`config.mk`:
```
export PLATFORM = sky130hd
export DESIGN_NAME = muldiv_hilo_flat
export DESIGN_NICKNAME = d
export VERILOG_FILES = /design/src/rtl/muldiv_pkg.sv /design/src/rtl/muldiv_hilo_if.sv /design/src/rtl/hilo_regs.sv /design/src/rtl/muldiv_hilo.sv /design/src/flat_wrapper.sv
export SDC_FILE = /design/constraint.sdc
export NUM_CORES = 1
export LEC_CHECK = 0
export CAP_MARGIN = 10
export CORE_ASPECT_RATIO = 0.7
export CORE_MARGIN = 2
export CORE_UTILIZATION = 35
export DETAILED_ROUTE_END_ITERATION = 8
export GPL_ROUTABILITY_DRIVEN = 0
export PLACE_DENSITY = 0.73
export SETUP_SLACK_MARGIN = 0.5
export SLEW_MARGIN = 20
export SYNTH_ARGS = -nofsm -noshare
export SYNTH_HDL_FRONTEND = slang
export SYNTH_SLANG_ARGS = --single-unit
```
`constraint.sdc`:
```
create_clock -name clock -period 2.85 [get_ports clock]
set_input_delay 0.57 -clock clock [delete_from_list [all_inputs] [get_ports clock]]
set_output_delay 0.57 -clock clock [all_outputs]
set_load 0.005 [all_outputs]
```
`src/rtl/muldiv_pkg.sv`:
```
// ---------------------------------------------------------------------------
// muldiv_pkg
//   Shared definitions for the multiply/divide sequencer and HI/LO stage:
//   op_sel encodings, FSM state encodings and default parameter values.
// ---------------------------------------------------------------------------
package muldiv_pkg;

  // op_sel encodings presented by the control unit
  localparam logic [1:0] OP_NONE = 2'b00;
  localparam logic [1:0] OP_MULT = 2'b01;
  localparam logic [1:0] OP_DIV  = 2'b10;
  localparam logic [1:0] OP_RSVD = 2'b11;  // reserved, behaves as OP_NONE

  // Sequencer states. Kept as plain 2-bit constants so the encoding stays
  // stable for code that probes the state register directly.
  localparam logic [1:0] ST_IDLE     = 2'd0;
  localparam logic [1:0] ST_MULT_RUN = 2'd1;
  localparam logic [1:0] ST_DIV_RUN  = 2'd2;

  // Defaults for the datapath width and core iteration counts
  localparam int DEF_WIDTH       = 32;
  localparam int DEF_MULT_CYCLES = 32;
  localparam int DEF_DIV_CYCLES  = 32;

  // Larger of two integers; used to size the shared iteration counter.
  function automatic int max_int(input int a, input int b);
    return (a > b) ? a : b;
  endfunction

endpackage

```
`src/rtl/muldiv_hilo_if.sv`:
```
// ---------------------------------------------------------------------------
// muldiv_hilo_if
//   Control-unit side of the multiply/divide HI/LO stage.
//   master : control unit (drives requests and mthi/mtlo writes)
//   slave  : muldiv_hilo (returns busy/done/div_zero and HI/LO)
//
//   op_valid         request an operation this cycle
//   op_sel[1:0]      00 none, 01 MULT, 10 DIV, 11 reserved
//   rs_val, rt_val   operands A and B
//   mthi_we/mtlo_we  write HI / LO with wdata
//   wdata            mthi/mtlo data
//   busy             operation in flight, control unit must stall
//   done             one-cycle pulse, HI/LO just updated by an operation
//   div_zero         one-cycle pulse, DIV requested with rt_val == 0
//   hi_out, lo_out   architectural HI/LO
// ---------------------------------------------------------------------------
interface muldiv_hilo_if #(
  parameter int WIDTH = 32
);

  logic             op_valid;
  logic [1:0]       op_sel;
  logic [WIDTH-1:0] rs_val;
  logic [WIDTH-1:0] rt_val;
  logic             mthi_we;
  logic             mtlo_we;
  logic [WIDTH-1:0] wdata;

  logic             busy;
  logic             done;
  logic             div_zero;
  logic [WIDTH-1:0] hi_out;
  logic [WIDTH-1:0] lo_out;

  modport master (
    output op_valid, op_sel, rs_val, rt_val, mthi_we, mtlo_we, wdata,
    input  busy, done, div_zero, hi_out, lo_out
  );

  modport slave (
    input  op_valid, op_sel, rs_val, rt_val, mthi_we, mtlo_we, wdata,
    output busy, done, div_zero, hi_out, lo_out
  );

endinterface

```
`src/rtl/hilo_regs.sv`:
```
// ---------------------------------------------------------------------------
// hilo_regs
//   Architectural HI/LO register pair.
//
//   clock                  system clock, rising edge
//   reset                  synchronous, active-low; clears HI and LO
//   capture_en             load {hi, lo} from the completing core
//   capture_hi/capture_lo  core result
//   hi_we / lo_we          mthi / mtlo write enables
//   wdata                  mthi / mtlo data
//   hi / lo                register outputs (no write-data bypass)
//
//   A capture wins over an mthi/mtlo write landing on the same edge: the
//   operation result is the architecturally later event.
// ---------------------------------------------------------------------------
module hilo_regs #(
  parameter int WIDTH = 32
) (
  input  logic             clock,
  input  logic             reset,
  input  logic             capture_en,
  input  logic [WIDTH-1:0] capture_hi,
  input  logic [WIDTH-1:0] capture_lo,
  input  logic             hi_we,
  input  logic             lo_we,
  input  logic [WIDTH-1:0] wdata,
  output logic [WIDTH-1:0] hi,
  output logic [WIDTH-1:0] lo
);

  // NOTE: reset is tested inside the clocked block, so it only acts on a
  // rising edge; it is deliberately absent from the sensitivity list.
  always_ff @(posedge clock) begin
    if (!reset) begin
      hi <= '0;
      lo <= '0;
    end else if (capture_en) begin
      hi <= capture_hi;
      lo <= capture_lo;
    end else begin
      if (hi_we) hi <= wdata;
      if (lo_we) lo <= wdata;
    end
  end

endmodule

```
`src/rtl/muldiv_hilo.sv`:
```
// ---------------------------------------------------------------------------
// muldiv_hilo
//   Sequencer and result stage between the control unit and the iterative
//   multiply/divide cores. Registers operands, issues a one-cycle start to
//   the selected core, counts its iterations, then captures the core's
//   hi/lo into the architectural HI/LO registers.
//
//   clock, reset          system clock; synchronous active-low reset
//   cu                    control-unit interface (slave modport)
//   mult_start/div_start  one-cycle start to the multiply / divide core
//   core_a, core_b        registered operands, shared by both cores
//   mult_hi, mult_lo      multiply core result
//   div_hi, div_lo        divide core result (remainder, quotient)
//
//   Timing for an accepted operation with N = MULT_CYCLES or DIV_CYCLES:
//     accepting edge -> N+1 busy cycles (start in the first one) -> HI/LO
//     written on the edge that ends the last busy cycle, done high for the
//     cycle after it. A new request may be accepted while done is high.
// ---------------------------------------------------------------------------
module muldiv_hilo
  import muldiv_pkg::*;
#(
  parameter int WIDTH       = DEF_WIDTH,
  parameter int MULT_CYCLES = DEF_MULT_CYCLES,
  parameter int DIV_CYCLES  = DEF_DIV_CYCLES
) (
  input  logic             clock,
  input  logic             reset,
  muldiv_hilo_if.slave     cu,
  output logic             mult_start,
  output logic             div_start,
  output logic [WIDTH-1:0] core_a,
  output logic [WIDTH-1:0] core_b,
  input  logic [WIDTH-1:0] mult_hi,
  input  logic [WIDTH-1:0] mult_lo,
  input  logic [WIDTH-1:0] div_hi,
  input  logic [WIDTH-1:0] div_lo
);

  // Counter must reach the larger of the two iteration counts.
  localparam int CNT_W = $clog2(max_int(MULT_CYCLES, DIV_CYCLES) + 1);
  localparam logic [CNT_W-1:0] MULT_LAST = CNT_W'(MULT_CYCLES);
  localparam logic [CNT_W-1:0] DIV_LAST  = CNT_W'(DIV_CYCLES);

  logic [1:0]       state;
  logic [CNT_W-1:0] cnt;
  logic             done_q;
  logic             div_zero_q;

  logic             run_last;   // this edge completes the running operation
  logic [WIDTH-1:0] cap_hi;
  logic [WIDTH-1:0] cap_lo;
  logic [WIDTH-1:0] hi_q;
  logic [WIDTH-1:0] lo_q;

  logic             idle;
  logic             req_mult;
  logic             req_div;
  logic             req_div_zero;

  // -------------------------------------------------------------------------
  // Request decode. Requests are only seen in IDLE; while busy the control
  // unit holds the request and stalls, nothing is queued here.
  // -------------------------------------------------------------------------
  assign idle         = (state == ST_IDLE);
  assign req_mult     = idle && cu.op_valid && (cu.op_sel == OP_MULT);
  assign req_div      = idle && cu.op_valid && (cu.op_sel == OP_DIV) && (cu.rt_val != '0);
  assign req_div_zero = idle && cu.op_valid && (cu.op_sel == OP_DIV) && (cu.rt_val == '0);

  // -------------------------------------------------------------------------
  // Completion detect and result source select, both keyed on which core
  // is running.
  // -------------------------------------------------------------------------
  // NOTE: every signal assigned here gets a default first, so no path
  // through the case leaves one unassigned and no latch is inferred.
  always_comb begin
    run_last = 1'b0;
    cap_hi   = mult_hi;
    cap_lo   = mult_lo;
    case (state)
      ST_MULT_RUN: run_last = (cnt == MULT_LAST);
      ST_DIV_RUN: begin
        run_last = (cnt == DIV_LAST);
        cap_hi   = div_hi;
        cap_lo   = div_lo;
      end
      default: ;
    endcase
  end

  // -------------------------------------------------------------------------
  // Sequencer FSM, iteration counter and operand registers
  // -------------------------------------------------------------------------
  // NOTE: non-blocking assignments throughout, so every register here
  // samples the pre-edge value of the others regardless of statement order.
  always_ff @(posedge clock) begin
    if (!reset) begin
      state      <= ST_IDLE;
      cnt        <= '0;
      core_a     <= '0;
      core_b     <= '0;
      done_q     <= 1'b0;
      div_zero_q <= 1'b0;
    end else begin
      // done and div_zero are single-cycle pulses
      done_q     <= 1'b0;
      div_zero_q <= req_div_zero;

      case (state)
        ST_IDLE: begin
          if (req_mult || req_div) begin
            core_a <= cu.rs_val;
            core_b <= cu.rt_val;
            cnt    <= '0;
            state  <= req_mult ? ST_MULT_RUN : ST_DIV_RUN;
          end
        end

        ST_MULT_RUN, ST_DIV_RUN: begin
          if (run_last) begin
            state  <= ST_IDLE;
            cnt    <= '0;
            done_q <= 1'b1;
          end else begin
            cnt <= cnt + CNT_W'(1);
          end
        end

        // Unused encoding: recover to IDLE.
        default: begin
          state <= ST_IDLE;
          cnt   <= '0;
        end
      endcase
    end
  end

  // Start strobes are decoded from state and counter: only the first RUN
  // cycle, so each core sees exactly one start per accepted operation.
  assign mult_start = (state == ST_MULT_RUN) && (cnt == '0);
  assign div_start  = (state == ST_DIV_RUN)  && (cnt == '0);

  // -------------------------------------------------------------------------
  // HI/LO registers
  // -------------------------------------------------------------------------
  hilo_regs #(
    .WIDTH (WIDTH)
  ) u_hilo_regs (
    .clock      (clock),
    .reset      (reset),
    .capture_en (run_last),
    .capture_hi (cap_hi),
    .capture_lo (cap_lo),
    .hi_we      (cu.mthi_we),
    .lo_we      (cu.mtlo_we),
    .wdata      (cu.wdata),
    .hi         (hi_q),
    .lo         (lo_q)
  );

  // -------------------------------------------------------------------------
  // Control-unit outputs
  // -------------------------------------------------------------------------
  assign cu.busy     = !idle;
  assign cu.done     = done_q;
  assign cu.div_zero = div_zero_q;
  assign cu.hi_out   = hi_q;
  assign cu.lo_out   = lo_q;

endmodule

```
`src/flat_wrapper.sv`:
```
// flat-port wrapper written by rule: the top's interface ports become plain ports
module muldiv_hilo_flat import muldiv_pkg::*;
#(
  parameter int WIDTH       = DEF_WIDTH,
  parameter int MULT_CYCLES = DEF_MULT_CYCLES,
  parameter int DIV_CYCLES  = DEF_DIV_CYCLES
)
  (clock, reset, mult_start, div_start, core_a, core_b, mult_hi, mult_lo, div_hi, div_lo, cu_op_valid, cu_op_sel, cu_rs_val, cu_rt_val, cu_mthi_we, cu_mtlo_we, cu_wdata, cu_busy, cu_done, cu_div_zero, cu_hi_out, cu_lo_out);
  muldiv_hilo_if #(.WIDTH(WIDTH)) cu_i ();
  input  logic clock;
  input  logic reset;
  output logic mult_start;
  output logic div_start;
  output logic [WIDTH-1:0] core_a;
  output logic [WIDTH-1:0] core_b;
  input  logic [WIDTH-1:0] mult_hi;
  input  logic [WIDTH-1:0] mult_lo;
  input  logic [WIDTH-1:0] div_hi;
  input  logic [WIDTH-1:0] div_lo;
  input wire logic [$bits(cu_i.op_valid)-1:0] cu_op_valid;
  input wire logic [$bits(cu_i.op_sel)-1:0] cu_op_sel;
  input wire logic [$bits(cu_i.rs_val)-1:0] cu_rs_val;
  input wire logic [$bits(cu_i.rt_val)-1:0] cu_rt_val;
  input wire logic [$bits(cu_i.mthi_we)-1:0] cu_mthi_we;
  input wire logic [$bits(cu_i.mtlo_we)-1:0] cu_mtlo_we;
  input wire logic [$bits(cu_i.wdata)-1:0] cu_wdata;
  output wire logic [$bits(cu_i.busy)-1:0] cu_busy;
  output wire logic [$bits(cu_i.done)-1:0] cu_done;
  output wire logic [$bits(cu_i.div_zero)-1:0] cu_div_zero;
  output wire logic [$bits(cu_i.hi_out)-1:0] cu_hi_out;
  output wire logic [$bits(cu_i.lo_out)-1:0] cu_lo_out;
  assign cu_i.op_valid = cu_op_valid;
  assign cu_i.op_sel = cu_op_sel;
  assign cu_i.rs_val = cu_rs_val;
  assign cu_i.rt_val = cu_rt_val;
  assign cu_i.mthi_we = cu_mthi_we;
  assign cu_i.mtlo_we = cu_mtlo_we;
  assign cu_i.wdata = cu_wdata;
  assign cu_busy = cu_i.busy;
  assign cu_done = cu_i.done;
  assign cu_div_zero = cu_i.div_zero;
  assign cu_hi_out = cu_i.hi_out;
  assign cu_lo_out = cu_i.lo_out;
  muldiv_hilo #(.WIDTH(WIDTH), .MULT_CYCLES(MULT_CYCLES), .DIV_CYCLES(DIV_CYCLES)) u_core (.clock(clock), .reset(reset), .cu(cu_i), .mult_start(mult_start), .div_start(div_start), .core_a(core_a), .core_b(core_b), .mult_hi(mult_hi), .mult_lo(mult_lo), .div_hi(div_hi), .div_lo(div_lo));
endmodule
```
-- Word level (Yosys, flattened, before mapping)
Index checks and enable logic that the tools add are counted.
- multiplexer cells: 15
- equality and inequality tests: 7
- add/sub/neg operators: 1
- reductions and logical operators: 19
- operators by type and width (kind ; count):
    $mux 32 ; 6
    $logic_not 32->1 ; 1
    $reduce_bool 32->1 ; 1
    $mux 6 ; 2
    $pmux 6 s2 ; 1
    $logic_and 1x1->1 ; 7
    $add 6x1->6 const B ; 1
    $eq 6x6->1 const B ; 1
    $logic_not 6->1 ; 1
    $mux 2 ; 3
    $reduce_and 2->1 ; 3
    $eq 2x1->1 const B ; 2
    $eq 2x2->1 const B ; 2
    $pmux 2 s2 ; 1
    $reduce_bool 2->1 ; 2
    $logic_not 2->1 ; 1
    $mux 1 ; 2
    $ne 2x1->1 const B ; 1
    $ne 2x2->1 const B ; 1
    $reduce_or 2->1 ; 1
    $logic_not 1->1 ; 1
    $logic_or 1x1->1 ; 1
- register bits after elaboration: 138
- bits of input ports: 231
- output and inout bits: 133
- word-level logic and storage cells: 50

-- Depth between registers and ports, before layout
- depth in word-level cells: 7
- depth in mapped cells: 8

-- By module
Synthesis repeated with hierarchy kept, for this count alone.
- cells, all modules: 659
- area, all modules: 7517.2 µm²
- by module, submodules not included (module ; area an instance (µm²) ; seq. area each (µm²) ; instances ; cells an instance):
    muldiv_hilo ; 3987.6 ; 1481.4 ; 1 ; 374
    hilo_regs ; 3529.6 ; 1281.2 ; 1 ; 285

-- Least setup slack after synthesis
OpenSTA, ideal clock, no wires.
- kind: input to register
- start point: in cu_rt_val[16]
- end point: reg u_core.core_a[10]
- path slack: 575 ps
- arrival: 2204 ps
- cell stages on the path: 8
- data required time: 2778 ps
- path buffers: 3
- setup time: 72 ps
- cells stage by stage: nor4_1 nand2_1 or4_1 buf_6 a2bb2oi_2 buf_12 buf_12 mux2i_1
- longest elaborated chain between the ends: 4
- ends and longest elaborated chain (element ; line ; RTL):
    from (decl) ; flat_wrapper.sv:23 ; input wire logic [$bits(cu_i.rt_val)-1:0] cu_rt_val;
    $reduce_bool 32->1 ; muldiv_hilo.sv:67 ; assign req_div = idle && cu.op_valid && (cu.op_sel == OP_DIV) && (cu.rt_val != '0);
    $logic_and 1x1->1 ; muldiv_hilo.sv:67 ;
    $logic_or 1x1->1 ; muldiv_hilo.sv:111 ; if (req_mult || req_div) begin
    $reduce_and 2->1 (no source line) ; - ;
    to (signal assigned) ; muldiv_hilo.sv:112 ; core_a <= cu.rs_val;
    to (decl) ; muldiv_hilo.sv:32 ; output logic [WIDTH-1:0] core_a,
Every way passes these cells.
A chain may end at the register's enable or synchronous reset.

-- Final worst setup path
- start point: in cu_rt_val[11]
- end point: reg u_core.core_a[10]
Same word-level chain as after synthesis.

==> metrics.md <==
| Metric | Value |
|---|---|
| EDFF count, synth | 0 |
| Hold endpoint | u_core.core_b[30] |
| PortBufs | ~360 |
| Num Clock Sinks | approximately 140 |
| Cell depth of the worst flop-to-flop path | 10 |
| Clock Power Share | 41.2% |
| Comb pwr share | 20.4% |
| Final cell count without fillers | 1365 |
| Worst-Skew Late Latency | 0.42 ns |
| Final net count | around 1.3k |
| Layout Skew | 0.0102 ns |
| Routed WL | around 24000 µm |
| Commonest non-fill, non-tap cell in the layout | clkdlybuf4s50_1 |
| Slew HR | about three fifths |
| Reg area | approximately 2800 µm² |
| Vias | 6734 |
| Initial core utilization | approximately 36% |
| DP HPWL | 16600 µm |
| Num CTS Buffers | 17 |
| Family with the most delay on the worst path | simple AND/OR/NAND/NOR gates |
| Placed insts | 1319 |
| Pins over their slew limit | 0 |
| DRC errors left | 0 |
| Power Dens Cells | approximately 470 nW/µm² |
| Die H | 121 µm |
| Proportion of layout cells with a drive suffix above 1 | under 10% |
| Fin. Hold Viols | 0 |
| All-Layer GR Usage | between 20% and 30% |
| Vias in the first global route | 6476 |
| Sw Share | 25.8% |
| Tcrit/Tclk final | 80.1% |
| CP max stage cell | or4_4 |
| Share of the synthesized area in the top cell type | 40.4% |
| Initial antenna violation count | 0 |
| Die X | 171 µm |
| Reg2reg setup slack | 0.67 ns |
| Data required, critical path | 3.19 ns |
| Worst path arrival time | 2.63 ns |
| Site Rows | 42 |
| Crit-path cells | dlygate4sd2_1 > nor4_2 > nand2_1 > or4_4 > buf_6 > a2bb2oi_4 > buf_6 > buf_12 > buf_12 > mux2i_2 |
| Crit path buffers/inverters | 5 |
| Via density | 4.93 |
| Critical R2R Capture | u_core.u_hilo_regs.lo[17] |
| Reg2Reg Launch Point | u_core.cnt[1] |
| Area grow syn2layout | 70.0% |
| Fmax | 0.438 GHz |
| Largest cells by area after synthesis | dfxtp_1, mux2i_1, a211oi_1 |
| Psw | 1410 µW |
| Kind of critical path | in -> reg |
| Synth area leader | dfxtp_1 |
| Core box area | 19000 µm² |
| Least-Margin Pin Slew | ~0.6 ns |
| Final Util | between 60% and 70% |
| Synth Warn # | 0 |
| Worst-path fanout max | 8 |
| Endpoint kind of the worst setup timing path | flop |
| Slowest stage delay, CP | 0.49 ns |
| Top FF cell, synth | dfxtp_1 |
| FILL cells | between 1.5k and 2k |
| Synth Area per Inst | 9.26 µm² |
| CP startpoint kind | input port |
| Detail Route Antenna Nets | 0 |
| Synth unique cells | 37 |
| Number of diodes | 0 |
| CTS clk-pin slew, worst paths | 0.07 ns |
| Outcome | completed |
| Maximum VDD drop | approximately 0.26 mV |
| FF+latch count, synth | 138 |
| HP Class | in -> reg |
| Area of the multi-input gates | 3810 µm² |
| Hold buffers post-CTS | 0 |
| CTS Buffer Depth | 2 |
| Unrepaired setup endpoints after global routing | yes |
| First-pass GRT wire length | 35600 µm |
| Power, Total | 5470 µW |
| Leak Pwr | approximately 0.0047 µW |
| I/O Pins | 364 |
| Internal | around 4000 µW |
| CTS tree | built |
| Mapped cell area | 6830 µm² |
| First-pass DRT Iterations | 4 |
| Post-synthesis cell count | 738 |
| Sequential share of the synthesized area | 40.4% |
| Setup Viol. Count Final | 0 |
| Pin count of the biggest net entering global routing | between 100 and 150 |
| Commonest cells after routing, fill and taps aside | clkdlybuf4s50_1, nand2_1, dfxtp_1, a211oi_1, mux2i_1 |
| H-tree levels | 4 |
| Wirelength per Cell | about 17 µm |
| Hold path start | cu_rt_val[30] |
| GRT overflow | 0 |
| Hold depth | 3 |
| Root buffer selected by CTS | clkbuf_16 |
| Die area | around 21000 µm² |
| Final Critical Period | between 2 and 2.5 ns |
| Max Cap Viol | 0 |
| Mapped Nets | 974 |
| Ys async rst share | 0% |
| 1st-iter DRT viols | 306 |
| Flop pwr share | 38.4% |
-- repair_timing --
item                                    4_1_cts  5_1_grt
resized for setup                            51       39
pin swaps                                    14       14
endpoints found under the setup margin       71       73
gates cloned                                  5        0
buffers inserted                              8        1
-- layer usage --
metal,global-route usage (%),vias to the layer above,wire [µm]
li1,-,3369,-
met1,28.8,3118,10400
met2,35.5,218,11000
met3,6.69,29,1750
met4,7.15,0,454
met5,0,-,0
-- power groups by stage --
| stage | Combinational, µW | Sequential [µW] | Clock [µW] |
|---|---|---|---|
| 6_report | 1120 | 2100 | 2260 |
| 2_1_floorplan | 407 | 2150 | 0 |
| 3_3_place_gp | 1040 | 2140 | 0 |
| 5_1_grt | 1200 | 2110 | 2400 |
| 3_5_place_dp | 1050 | 2140 | 0 |
| 4_1_cts | 1110 | 2100 | 2310 |
-- worst max-delay path by stage --
stage | to | start | depth (start not counted) | slack (ns)
3_3_place_gp | u_core.core_b[18] | cu_rt_val[16] | 8 | -0.1
3_5_place_dp | u_core.core_b[3] | cu_rt_val[16] | 8 | -0.13
4_1_cts | u_core.core_a[10] | cu_rt_val[7] | 10 | 0.51
5_1_grt | u_core.core_a[10] | cu_rt_val[25] | 10 | 0.47
6_report | u_core.core_a[10] | cu_rt_val[11] | 10 | 0.57
2_1_floorplan | u_core.core_a[10] | cu_rt_val[16] | 8 | 0.57
-- metrics by stage --
| stage | setup WS [ns] | hold slack [ns] | cell area (µm²) | TNS, ns |
|---|---|---|---|---|
| floorplan | 0.575 | 0.454 | 6830 | 0 |
| global placement | -0.0971 | 0.444 | 10700 | -5.32 |
| detailed placement | -0.128 | 0.452 | 10700 | -6.15 |
| CTS | 0.507 | 0.461 | 11500 | 0 |
| global route | 0.474 | 0.398 | 11600 | 0 |
| finish | 0.566 | 0.398 | 11600 | 0 |
-- worst register-to-register path, delay by kind of cell (launching register included) --
family          cells  cell delay, ns
fa+ha+maj           1            0.15
compound gates      2            0.61
buf+inv             5            0.68
flops               1            0.33
simple gates        2            0.27
-- registers in the layout, summed over array words and instances, names as in the netlist --
name                   count
u_core.cnt                 6
u_core.core_a             32
u_core.core_b             32
u_core.cu.div_zero         1
u_core.cu.done             1
u_core.state               2
u_core.u_hilo_regs.hi     32
u_core.u_hilo_regs.lo     32
-- Yosys cell counts, drive strengths merged, types with 3 or more instances --
library cell / count
nand2: 141
dfxtp: 138
mux2i: 131
a211oi: 129
nor2b: 66
clkbuf: 60
buf: 8
nor4: 8
inv: 6
nand3: 6
ha: 5
a221oi: 4
nor2: 4
nor3: 4
a21o: 3
and2: 3
-- final cells by class --
class	count	share of cell area, %
clock inverter	14	1.41
timing repair buffer	399	35.3
inverter	6	0.194
tap	264	2.84
clock buffer	18	3.70
sequential	138	23.8
multi-input combinational	526	32.8
-- cell families after synthesis --
group | Yosys count | synth area share [%]
AND/OR/NAND/NOR | 241 | 16.8
flip-flops | 138 | 40.4
buffers and inverters | 74 | 5.84
multiplexers | 133 | 19.5
AO/OA/AOI/OAI | 147 | 16.5
adder cells (fa/ha/maj) | 5 | 0.916
Note: power is estimated with default switching activity, not from simulation.
==> variant 1 (same settings) <==
The package constant `DEF_WIDTH` goes from 32 to 48.
--- a/src/rtl/muldiv_pkg.sv
+++ b/src/rtl/muldiv_pkg.sv
@@ -18,7 +18,7 @@
   localparam logic [1:0] ST_DIV_RUN  = 2'd2;
 
   // Defaults for the datapath width and core iteration counts
-  localparam int DEF_WIDTH       = 32;
+  localparam int DEF_WIDTH       = 48;
   localparam int DEF_MULT_CYCLES = 32;
   localparam int DEF_DIV_CYCLES  = 32;
 
Ports: changed (11 resized); port bits go from 364 to 540. The function was not compared with the original's and may differ.
==> variant 1 against the original RTL <==
Cell area is 42% higher; first-iteration DRC count up 72%; highest routed layer unchanged; clock power rose by 36%; power grew 62%; combinational power up 130%; synthesized cell count rose by 43%; sequential cell count increased by 64; area after synthesis increased by 42%; routed wire length increased by 68%; sequential power up 52%; core utilization is 0.064 points lower; critical endpoint is now u_core.core_b[30]; worst setup slack lost 0.031 ns; cell count up 42%.
==> variant 1: results (changes against the original RTL) <==
- Total clock sinks: 202 (+46%)
- Hold_sp: cu_rt_val[9]
- First-pass GRT wire length: 56660 um (+59%)
- Final Net Count: 1905 (+44%)
- Multi-input comb cells: 748 (+42%)
- Met2 WL post-DR: 18940 um (+73%)
- Worst-margin pin slew: 0.8722 ns (+0.2652 ns)
- RR Startpoint: u_core.cnt[0]
- CTS Buffer Depth: 3 (+1)
- Worst-skew pair later-pin latency: 0.51 ns (+0.09 ns)
- Area post-placement: 15440 um2 (+44%)
- WL met1: 16560 um (+59%)
- Htree depth: 1 (-3)
- Status: completed
- Post-synth top cells: dfxtp_1, nand2_1, mux2i_1
- Inverters: 8 (+2)
- Synth top area cells: dfxtp_1, mux2i_1, a211oi_1
- Post-Route WL: 39550 um (+68%)
- Met3 usage: 0.06435 (-0.002508)
- Global Route Usage Sum: 0.2515 (+0.02918)
- Met1 Use GR: 0.3209 (+0.03318)
- Critical Path AT: 2.70 ns (+0.07 ns)
- Clock-cell share: 0.04764 (-0.003435)
- # resized after CTS: 10 (-80%)
- Num CTS Buffers: 22 (+5)
- Setup Skew: 0.01674 ns (+0.006585 ns)
- Post-synthesis sequential area ratio: 0.4176 (+0.01310)
- Multi-input combinational area share: 0.3239 (-0.003894)
- Crit path max fanout: 16 (+8)
- Syn_nets: 1405 (+44%)
- Storage element area: 4044 um2 (+46%)
- P_leak: 6.160 nW (+30%)
- Non-clock buffer share: 0.3525 (about the same)
- Largest net degree at the start of global routing: 111 (-17%)
- Die W: 202.8 um (+19%)
- Total Power: 0.008849 W (+62%)
- First-pass DRT Iterations: 5 (+1)
- Dpl hpwl: 29450 um (+77%)
- Largest stage delay on the critical path: 0.44 ns (-0.05 ns)
[variant 1: cell types whose count changed in the layout (fill, tap and decap cells not counted), sizes merged, moves of 30 or more]
cell / before / now
clkdlybuf4s50: 326 / 529
dfxtp: 138 / 202
a211oi: 129 / 193
nor2b: 66 / 96
nand2: 141 / 199
mux2i: 131 / 194
[variant 1: cells by family after synthesis]
kind of cell / after synthesis / share of synthesized area
AND/OR/NAND/NOR: 339 / 0.1676
buffers and inverters: 108 / 0.04742
adder cells (fa/ha/maj): 5 / 0.006460
flip-flops: 202 / 0.4176
multiplexers: 194 / 0.2005
AO/OA/AOI/OAI: 209 / 0.1605
[variant 1: final timing paths]
check / endpoint / slack [ns] / cells past startpoint
hold reg to reg: u_core.core_b[46] / 0.46 / 2
hold / removal: u_core.core_b[9] / 0.41 / 3
setup reg to reg: u_core.u_hilo_regs.hi[13] / 0.68 / 8
setup / recovery: u_core.core_b[30] / 0.54 / 9
[variant 1: metrics by stage]
step | util | instances | setup TNS (ns) | setup slack, ns
finish | 0.6098 | 1940 | 0 | 0.5352
global placement | 0.5725 | 1888 | -17.08 | -0.1912
global route | 0.6098 | 1940 | 0 | 0.4633
detailed placement | 0.5725 | 1888 | -7.370 | -0.1132
floorplan | - | 1057 | 0 | 0.6632
CTS | 0.6029 | 1930 | 0 | 0.4496
[variant 1: report_power, final]
part	leakage, nW	internal (W)	switching (W)
Combinational	4.12	0.00138	0.00119
Sequential	1.66	0.00307	0.000133
Clock	0.384	0.00186	0.00122
Total	6.16	0.00631	0.00254
[variant 1: worst max-delay path: cells and delay by family]
| kind | cells | cell delay, ns |
|---|---|---|
| compound gates | 1 | 0.05 |
| simple gates | 3 | 0.94 |
| mux | 1 | 0.19 |
| buf+inv | 4 | 0.96 |
==> variant 2 (config.mk and constraints unchanged) <==
Without the edit above. Put a register stage on the outputs `mult_start` and `div_start`, cleared by the reset. The values now appear one clock later. The other outputs are not delayed to match. Comments in the files are not updated.
--- a/src/rtl/muldiv_hilo.sv
+++ b/src/rtl/muldiv_hilo.sv
@@ -137,8 +137,15 @@
 
   // Start strobes are decoded from state and counter: only the first RUN
   // cycle, so each core sees exactly one start per accepted operation.
-  assign mult_start = (state == ST_MULT_RUN) && (cnt == '0);
-  assign div_start  = (state == ST_DIV_RUN)  && (cnt == '0);
+  always_ff @(posedge clock) begin
+    if (!reset) begin
+      mult_start <= '0;
+      div_start  <= '0;
+    end else begin
+      mult_start <= (state == ST_MULT_RUN) && (cnt == '0);
+      div_start  <= (state == ST_DIV_RUN)  && (cnt == '0);
+    end
+  end
 
   // -------------------------------------------------------------------------
   // HI/LO registers
Behaviour: not the same (Yosys sat finds a counterexample within 4 cycles, from zero or initial values and one cycle with reset low).
==> variant 2 against the original RTL <==
Register-to-register slack gained 0.06 ns; power grew 3.4%; highest routed layer unchanged; cell area is essentially flat; area after synthesis grew 0.60%; worst setup slack gained 0.0016 ns; die area grew 0.59%; routed wire length shrank 0.81%; clock power grew 7%; clock skew grew 0.00086 ns; hold slack gained 0.0016 ns; sequential cell count grew 2; largest cell class unchanged.
==> variant 2: results (changes against the original RTL) <==
- Fill cell count: 1638 (-1.3%)
- Vias per cell: 4.951 (+0.35%)
- Setup Skew: 0.01102 ns (+0.0008581 ns)
- Setup WS pre-CTS: -0.2682 ns (-0.1403 ns)
- P_leak: 4.684 nW (-1.2%)
- Sequential Power Share: 0.377 (-0.007)
- Power Dens Cells: 487.5 nW/um2 (+3.4%)
- Routed wire per std cell: 17.21 um (-0.45%)
- R2R Path End: u_core.u_hilo_regs.lo[16]
- Combinational share of power: 0.196 (-0.008)
- Sw Ratio: 0.2491 (-0.008746)
- Largest stage delay on the critical path: 0.53 ns (+0.04 ns)
- Layout cells sized above 1: 0.08775 (-0.008525)
- Synth top area cells: dfxtp_1, mux2i_1, a211oi_1
- Vias in the first global route: 6616 (+2.2%)
- DRT iter0 DRCs: 377 (+23%)
- Syn Area/Cell: 9.286 um2 (+0.33%)
- Min-Delay Endpoint: u_core.core_b[17]
- RR Startpoint: u_core.cnt[0]
- First-pass GRT wire length: 35520 um (-0.25%)
- Worst-margin pin slew: 0.6062 ns (-0.0008437 ns)
- Initial antenna violation count: 2 (+2)
- Min Tclk post-route: 2.282 ns (-0.001603 ns)
- Global Route Usage Sum: 0.2205 (-0.001792)
- Setup crit start: cu_rt_val[1]
- Post-Route WL: 23410 um (-0.81%)
- Post-synthesis sequential area ratio: 0.4079 (+0.003396)
- Critical Path End: u_core.core_b[1]
- Status: completed
- DP Cell Count: 1315 (-0.30%)
- Worst VDD drop: 396.8 uV (+52%)
- R2R cell count: 8 (-2)
- Dpl hpwl: 16560 um (-0.24%)
- R2R setup slack: 0.73 ns (+0.06 ns)
- Area post-placement: 10700 um2 (about the same)
variant 2: changes by cell type after synthesis:
cell      before  now
nor2b_1       66   65
buf_1          0    1
clkbuf_1      60   59
nor3b_1        1    2
dfxtp_1      138  140
variant 2: cell type report:
| type | instances | area share |
|---|---|---|
| tap | 264 | 0.02845 |
| clock buffer | 17 | 0.03664 |
| multi-input combinational | 526 | 0.3266 |
| timing repair buffer | 391 | 0.3464 |
| clock inverter | 14 | 0.01800 |
| sequential | 140 | 0.2415 |
| inverter | 6 | 0.001940 |
| antenna | 2 | 0.0004310 |
variant 2: cells by family after synthesis:
kind of cell / Yosys count / share of synthesized area
AND/OR/NAND/NOR: 241 / 0.1670
AO/OA/AOI/OAI: 147 / 0.1639
flip-flops: 140 / 0.4079
multiplexers: 133 / 0.1941
buffers and inverters: 74 / 0.05808
adder cells (fa/ha/maj): 5 / 0.009104
variant 2: per-layer routing:
| metal | vias up | GRT usage | routed length, um |
|---|---|---|---|
| met5 | - | 0 | 0 |
| met4 | 0 | 0.07150 | 446 |
| met3 | 32 | 0.05871 | 1570 |
| met2 | 207 | 0.3547 | 10970 |
| met1 | 3130 | 0.2874 | 10420 |
| li1 | 3364 | - | - |
variant 2: timing repair:
item / in CTS / in global routing
cloned: 5 / 0
buffers inserted: 7 / 0
setup endpoints to repair: 73 / 71
resized for setup: 47 / 39
pin swaps: 12 / 13
hold buffers: 0 / 0
variant 2: through the flow:
stage / hold WS, ns / utilization
5_1_grt: 0.3922 / 0.6086
3_5_place_dp: 0.4499 / 0.5611
4_1_cts: 0.4581 / 0.6074
6_report: 0.3999 / 0.6087
2_1_floorplan: 0.4544 / -
3_3_place_gp: 0.4436 / 0.5611
